## config.mk

```make
export PLATFORM = sky130hd
export DESIGN_NAME = des_flat
export DESIGN_NICKNAME = d
export VERILOG_FILES = /design/src/rtl/des_if.sv /design/src/rtl/des.sv /design/src/flat_wrapper.sv
export SDC_FILE = /design/constraint.sdc
export NUM_CORES = 1
export LEC_CHECK = 0
export BUFFER_PORTS_ARGS = -buffer_cell sky130_fd_sc_hd__clkbuf_2
export CORE_MARGIN = 1
export CORE_UTILIZATION = 38
export CTS_BUF_LIST = sky130_fd_sc_hd__clkbuf_8 sky130_fd_sc_hd__clkbuf_16
export DETAILED_ROUTE_END_ITERATION = 7
export PLACE_DENSITY_LB_ADDON = 0.2
export REMOVE_ABC_BUFFERS = 1
export SYNTH_ARGS = -nofsm -noshare
export SYNTH_HDL_FRONTEND = slang
export SYNTH_SLANG_ARGS = --single-unit
export TNS_END_PERCENT = 50
```

## constraint.sdc

```tcl
create_clock -name clk -period 5.75 [get_ports clk]
set_input_delay 0 -clock clk [delete_from_list [all_inputs] [get_ports clk]]
set_output_delay 0 -clock clk [all_outputs]
set_load 0.005 [all_outputs]
```

## src/rtl/des_if.sv

```systemverilog
// Beat stream in, word stream out: the handshake bundle between a serializer lane,
// the deserializer and its consumer.
interface des_if #(
    parameter int N = 8,
    parameter int M = 1
);
    logic [M-1:0] rx;
    logic         rx_vld;
    logic         rx_sof;
    logic [N-1:0] dout;
    logic         dout_vld;
    logic         dout_rdy;

    modport master (
        output rx, rx_vld, rx_sof, dout_rdy,
        input  dout, dout_vld
    );

    modport slave (
        input  rx, rx_vld, rx_sof, dout_rdy,
        output dout, dout_vld
    );
endinterface

```

## src/rtl/des.sv

```systemverilog
// Deserializer: rebuilds N-bit words from an LSB-first stream of M-bit beats.
//   state   | meaning
//   IDLE    | waiting for a start-of-frame beat
//   COLLECT | frame in progress, cnt beats already stored
module des #(
    parameter int N = 8,
    parameter int M = 1
) (
    input  logic clk,
    input  logic rst,
    des_if.slave bus,
    output logic busy,
    output logic err_ovr,
    output logic err_trn,
    input  logic err_clr
);
    localparam int BEATS = (N + M - 1) / M;
    localparam int CW    = $clog2(BEATS + 1);
    localparam int SW    = BEATS * M;

    typedef enum logic {IDLE, COLLECT} state_t;

    state_t        state, state_n;
    logic [CW-1:0] cnt, cnt_n;
    logic [CW-1:0] idx;
    logic [SW-1:0] sreg;
    logic [SW-1:0] beat_word;
    logic          take;
    logic          done;
    logic          trn;
    logic [N-1:0]  dout_q;
    logic          dout_vld_q;

    always_comb begin
        state_n = state;
        cnt_n   = cnt;
        idx     = cnt;
        take    = 1'b0;
        done    = 1'b0;
        trn     = 1'b0;
        case (state)
            IDLE: begin
                if (bus.rx_vld && bus.rx_sof) begin
                    take = 1'b1;
                    idx  = '0;
                    if (BEATS == 1) begin
                        done  = 1'b1;
                        cnt_n = '0;
                    end else begin
                        cnt_n   = CW'(1);
                        state_n = COLLECT;
                    end
                end
            end
            COLLECT: begin
                if (bus.rx_vld) begin
                    take = 1'b1;
                    if (bus.rx_sof) begin
                        // restart: the current beat becomes beat 0 of a new frame
                        trn   = 1'b1;
                        idx   = '0;
                        cnt_n = CW'(1);
                    end else if (cnt == CW'(BEATS - 1)) begin
                        done    = 1'b1;
                        cnt_n   = '0;
                        state_n = IDLE;
                    end else begin
                        cnt_n = cnt + CW'(1);
                    end
                end
            end
            default: state_n = IDLE;
        endcase
    end

    // Beat 0 starts from a clean word so nothing from an abandoned frame survives.
    always_comb begin
        beat_word = (idx == '0) ? '0 : sreg;
        beat_word[32'(idx) * M +: M] = bus.rx;
    end

    always_ff @(posedge clk or posedge rst) begin
        if (rst) begin
            state <= IDLE;
            cnt   <= '0;
            sreg  <= '0;
        end else begin
            state <= state_n;
            cnt   <= cnt_n;
            if (take) sreg <= beat_word;
        end
    end

    always_ff @(posedge clk or posedge rst) begin
        if (rst) begin
            dout_q     <= '0;
            dout_vld_q <= 1'b0;
            err_ovr    <= 1'b0;
            err_trn    <= 1'b0;
        end else begin
            if (done && (!dout_vld_q || bus.dout_rdy)) begin
                dout_q     <= beat_word[N-1:0];
                dout_vld_q <= 1'b1;
            end else if (dout_vld_q && bus.dout_rdy) begin
                dout_vld_q <= 1'b0;
            end
            err_ovr <= (done && dout_vld_q && !bus.dout_rdy) || (err_ovr && !err_clr);
            err_trn <= trn || (err_trn && !err_clr);
        end
    end

    assign bus.dout     = dout_q;
    assign bus.dout_vld = dout_vld_q;
    assign busy         = (state == COLLECT);
endmodule

```

## src/flat_wrapper.sv

```systemverilog
// flat-port wrapper written by rule: the top's interface ports become plain ports
module des_flat 
#(
    parameter int N = 8,
    parameter int M = 1
)
  (clk, rst, busy, err_ovr, err_trn, err_clr, bus_rx, bus_rx_vld, bus_rx_sof, bus_dout_rdy, bus_dout, bus_dout_vld);
  des_if #(.N(N), .M(M)) bus_i ();
  input  logic clk;
  input  logic rst;
  output logic busy;
  output logic err_ovr;
  output logic err_trn;
  input  logic err_clr;
  input wire logic [$bits(bus_i.rx)-1:0] bus_rx;
  input wire logic [$bits(bus_i.rx_vld)-1:0] bus_rx_vld;
  input wire logic [$bits(bus_i.rx_sof)-1:0] bus_rx_sof;
  input wire logic [$bits(bus_i.dout_rdy)-1:0] bus_dout_rdy;
  output wire logic [$bits(bus_i.dout)-1:0] bus_dout;
  output wire logic [$bits(bus_i.dout_vld)-1:0] bus_dout_vld;
  assign bus_i.rx = bus_rx;
  assign bus_i.rx_vld = bus_rx_vld;
  assign bus_i.rx_sof = bus_rx_sof;
  assign bus_i.dout_rdy = bus_dout_rdy;
  assign bus_dout = bus_i.dout;
  assign bus_dout_vld = bus_i.dout_vld;
  des #(.N(N), .M(M)) u_core (.clk(clk), .rst(rst), .bus(bus_i), .busy(busy), .err_ovr(err_ovr), .err_trn(err_trn), .err_clr(err_clr));
endmodule
```

# Word-level counts from Yosys, hierarchy flattened
# Index checks and enable logic that the tools add are counted.
totals:
  latch_bits: 0
  ram_bits: 0
  n_memories: 0
  ff_bits: 24
  word_cells: 58
  rom_bits: 0
  out_inout_bits: 12
classes:
  n_mul: 0
  div_mod_pow: 0
  shifts: 2
  reduce_logical: 16
  addsub: 2
  n_eq_ne: 3
  mux: 27
  bitwise: 1
  n_lt_le_gt_ge: 0
ops:
  columns: ["op", "n"]
  rows:
  - ["negation 4 -> 34 bit", 1]
  - ["variable shift 1 x 34 -> 8 bit, first input constant", 1]
  - ["variable part select 1 x 34 -> 8 bit", 1]
  - ["2-to-1 mux 4 bit", 7]
  - ["one-hot mux 4 bit (2 select lines)", 2]
  - ["2-to-1 mux 1 bit", 14]
  - ["bitwise mux 8 bit", 1]
  - ["2-to-1 mux 8 bit", 1]
  - ["logical AND 1 bit", 7]
  - ["adder 4 x 1 -> 4 bit, second input constant", 1]
  - ["equality test 4 x 3 -> 1 bit, second input constant", 1]
  - ["zero test 4 bit", 1]
  - ["one-hot mux 1 bit (2 select lines)", 2]
  - ["zero test 1 bit", 3]
  - ["logical OR 1 bit", 3]
  - ["inequality test 2 x 1 -> 1 bit, second input constant", 1]
  - ["inequality test 2 bit, second input constant", 1]
  - ["AND reduction 2 bit", 1]
  - ["nonzero test 2 bit", 1]
  - ["NOT 1 bit", 1]

# Logic depth before layout (Yosys ltp)
logic_depth:
  word_depth: 8
  ltp_mapped: 10
  mapped_depth_nobuf: 8

# Worst setup path after synthesis
# Ideal clock, no wire load.
synth_path:
  kind: "flip-flop to flip-flop"
  startpoint: "register u_core.cnt[0]"
  endpoint: "register u_core.dout_q[4], in the netlist u_core.bus.dout[4]"
  stages_incl_launch_ff: 7
  arrival_time_ns: 2.120
  setup_time_ns: 0.076
  t_required_ns: 5.674
  n_path_buf: 0
  path_slack_ns: 3.554
  cell_sequence: "dfrtp_1 > a21bo_2 > ha_1 > o31a_1 > a2111o_1 > or3b_1 > o21ai_1"
synth_via:
  elab_chain_len: 6
synth_rtl:
  columns: ["element", "line", "rtl"]
  rows:
  - ["from (decl)", "des.sv:24", "logic [CW-1:0] cnt, cnt_n;"]
  - ["from (signal assigned)", "des.sv:89", "cnt <= cnt_n;"]
  - ["2-to-1 mux 4 bit / equality test 4 x 3 -> 1 bit (equally long branches)", "des.sv:58, des.sv:63", null]
  - ["2-to-1 mux 4 bit / 2-to-1 mux 1 bit (equally long branches)", "des.sv:56, des.sv:63", null]
  - ["one-hot mux 4 bit (2 select lines) / 2-to-1 mux 1 bit (equally long branches)", "des.sv:41, des.sv:58", null]
  - ["negation 4 -> 34 bit, or another cell as far along", "des.sv:79", "beat_word[32'(idx) * M +: M] = bus.rx;"]
  - ["variable part select 1 x 34 -> 8 bit, or another cell as far along", "des.sv:79", null]
  - ["bitwise mux 8 bit / logical AND 1 bit (equally long branches)", "des.sv:79, des.sv:101", null]
  - ["to (signal assigned)", "des.sv:102", "dout_q <= beat_word[N-1:0];"]
  - ["to (decl)", "des.sv:31", "logic [N-1:0] dout_q;"]
# Several ways; a longest one is shown, not always the timed one.
# A chain may end at the register's enable or synchronous reset.

# Worst setup path after layout
layout_path:
  startpoint: "register u_core.cnt[1]"
  endpoint: "register u_core.sreg[4]"
layout_via:
  elab_chain_len: 6
layout_rtl:
  columns: ["element", "line", "rtl"]
  rows:
  - ["2-to-1 mux 4 bit", "des.sv:58", "if (bus.rx_sof) begin"]
  - ["2-to-1 mux 4 bit", "des.sv:56", "if (bus.rx_vld) begin"]
  - ["one-hot mux 4 bit (2 select lines) *", "des.sv:41", "case (state)"]
  - ["negation 4 -> 34 bit / zero test 4 bit (equally long branches)", "des.sv:79, des.sv:78", null]
  - ["variable part select 1 x 34 -> 8 bit, or another cell as far along", "des.sv:79", null]
  - ["bitwise mux 8 bit *", "des.sv:79", null]
  - ["to (signal assigned)", "des.sv:90", "if (take) sreg <= beat_word;"]
  - ["to (decl)", "des.sv:26", "logic [SW-1:0] sreg;"]
# Every way passes the cells marked *; elsewhere a longest branch is shown, timed or not.

==> reports/results.tsv <==
metric	value	unit
post-synthesis xor/xnor area fraction	1.280	%
final worst slack	3359	ps
Final Hold Violating Endpoints	0	
period utilisation layout	41.58	%
Synth Area in Compound Gates	18.92	%
Synthesis Warnings	0	
total track usage	15.34	%
CP peak stage delay	450	ps
number of hold buffers added after CTS	2	
# IOs	19	
Final Skew	2.490	ps
Pleak	0.6667	nW
Tightest Pin Transition	931.1	ps
Total Wirelength	2.477	mm
Most Frequent Cell on Critical Path	inv_1	
post-CTS setup buffers	0	
Synth top area share	43.88	%
status	finished, final reports clean	
Buffers & Inverters on Critical Path	2	
area grow syn2layout	10.60	%
CTS tree	yes	
dpl hpwl	1.844	mm
register area share after synthesis	43.88	%
Remaining DRCs	0	
I/O Buffers	18	
initial antenna violation count	0	
maximum capacitance violations	0	
proportion of layout cells with a drive suffix above 1	18.90	%
Hold WC Path Type	in2reg	
Post-CTS Resized	0	
Site Rows	21	
cell taking the most area after synthesis	dfrtp_1	
global route overflow	0	
setup_tns	0	ps
worst hold path stage count	2	
first-pass GRT wire length	4.347	mm
Reg2Reg Setup Slack	3360	ps
CTS root buf	clkbuf_8	
TritonRoute pass-1 iters	4	
Slew headroom	37.51	%
Worst EP arrival	2570	ps
simple-gate portion of the synthesized area	17.64	%
cells after synthesis	147	
Synth area leaders	dfrtp_1, nand2_1, o21ai_0	
Peak Freq	418.3	MHz
Power, Total	0.4299	mW
main combinational cell family by area after synthesis	compound AO/OA/AOI/OAI gates	
routability cong.	0.8102	
clk_lat worst skew	270	ps
most numerous cell in the Yosys netlist	nand2_1	
VDD IR max	0.1040	mV
post-synth cell types	38	
RSZ-0062 raised after global routing	false	
1st-iter DRT viols	40	
Top FF cell, synth	dfrtp_1	
final worst path period need	2391	ps
type of origin of the critical path	register	
Antenna Cells	0	
vias	1080	
slowest CP cell	a2111o_1	
Clock Sinks	24	
Max Root-Sink Buffers	2	
number of global-route vias before repair	993	
Die Y	62.02	µm
largest net degree at the start of global routing	25	
Avg Inst Size Synth	9.312	µm²
DR WL/cell	11.80	µm
nets	178	
post-synthesis adder-cell area fraction	5.484	%
core area	3390	µm²
mux share of post-synthesis cell area	4.936	%
synth cell count leaders	nand2_1, dfrtp_1, o21ai_0	
asr flop ratio synth	100.0	%
Setup-failing EPs final	0	
Synth Register Bits	24	
Clock transition at path regs	80	ps
die area	3846	µm²
EDFF count, synth	0	
Final ANT Viol Nets	0	
Crit path max-delay family	compound AO/OA/AOI/OAI gates	
Filler Cell Count	353	
crit-path max FO	5	
CP endpoint kind	register	
Initial Util	40.38	%
Vias/cell	5.143	
Die X	62.02	µm
Place WS	3364	ps
mapped cell area	1369	µm²
Final Max Tran Viols	0	
WP depth	8	
reg2reg path depth	8	
Critical Path, Cell by Cell	inv_1, nor2_1, inv_1, ha_1, o31a_1, a2111o_1, or3b_1, o22ai_1	
pwr/cell area	284.0	nW/µm²
CTS buffer count	3	
H-tree depth	1	
Setup Crit Path Kind	reg2reg	
Req. time, crit path	5930	ps
==> report_power, final <==
| part | internal, mW | total, mW | switching [mW] |
|---|---|---|---|
| combinational | 0.0476 | 0.122 | 0.0742 |
| clock | 0.0611 | 0.115 | 0.0539 |
| sequential | 0.182 | 0.193 | 0.0113 |
==> cells in the final DEF (no fill, tap or decap), drive strengths merged, types with 2 or more instances in the layout <==
cell / Yosys / routed
o2bb2ai: 3 / 3
a21oi: 3 / 3
o21ai: 21 / 21
nand2: 28 / 28
dlygate4sd3: 0 / 2
mux2: 6 / 6
a21boi: 2 / 2
o22ai: 3 / 3
inv: 8 / 8
clkbuf: 5 / 22
ha: 6 / 6
nor2: 5 / 5
dfrtp: 24 / 24
and2: 2 / 2
nand3: 10 / 10
==> worst register-to-register path: stages (launching register included) <==
cell	delay (ps)
dfrtp_1	370
inv_1	100
nor2_1	210
inv_1	90
ha_1	260
o31a_1	310
a2111o_1	450
or3b_1	390
o22ai_1	140
==> cells by family (layout without fill, tap and decap cells) <==
| group | after synthesis | after routing |
|---|---|---|
| adder cells (fa/ha/maj) | 6 | 6 |
| buffers and inverters | 15 | 32 |
| multiplexers | 6 | 6 |
| AO/OA/AOI/OAI | 41 | 41 |
| XOR/XNOR | 2 | 2 |
| AND/OR/NAND/NOR | 53 | 53 |
| flip-flops | 24 | 24 |
==> routing by layer <==
metal / track usage (%) / wire [µm] / up-vias / share of wire [%]
met5: 0 / 0 / - / 0
met4: 5.714 / 31 / 0 / 1.3
met3: 2.484 / 94 / 4 / 3.8
met2: 24.16 / 1135 / 28 / 46
met1: 21.13 / 1216 / 499 / 49
li1: - / - / 549 / -
==> path summary, 6_finish.rpt <==
check                                                 end                           start
hold reg to reg            u_core.bus.dout[5]$_DFFE_PP0P_  u_core.bus.dout[5]$_DFFE_PP0P_
min in group asynchronous  u_core.bus.dout[0]$_DFFE_PP0P_                             rst
hold / removal                  u_core.cnt[1]$_DFFE_PP0P_                      bus_rx_sof
max in group asynchronous       u_core.cnt[2]$_DFFE_PP0P_                             rst
setup reg to reg               u_core.sreg[4]$_DFFE_PP0P_       u_core.cnt[1]$_DFFE_PP0P_
setup / recovery               u_core.sreg[4]$_DFFE_PP0P_       u_core.cnt[1]$_DFFE_PP0P_
==> layout make-up <==
cell class	instances	area, µm²	share of cell area (%)
Multi-Input combinational cell	108	660.6	43.64
Sequential cell	24	600.6	39.67
Timing Repair Buffer	20	110.1	7.273
Tap cell	46	57.56	3.802
Clock buffer	4	55.05	3.636
Inverter	8	30.03	1.983
==> metrics by stage <==
| stage | cells | cell area, µm² | util [%] | hold WS, ps |
|---|---|---|---|---|
| after floorplan | 140 | 1291 | - | 14.62 |
| after global placement | 204 | 1439 | 42.45 | 223.3 |
| after detailed placement | 204 | 1439 | 42.45 | 242.7 |
| after CTS | 210 | 1514 | 44.67 | 54.80 |
| after global routing | 210 | 1514 | 44.67 | 80.20 |
| final | 210 | 1514 | 44.67 | 51.42 |
==> state kept, by name (all words and copies together) (netlist names) <==
signal / flops
u_core.err_trn: 1
u_core.busy: 1
u_core.err_ovr: 1
u_core.bus.dout_vld: 1
u_core.bus.dout: 8
u_core.cnt: 4
u_core.sreg: 8
Note: power is estimated with default switching activity, not from simulation.
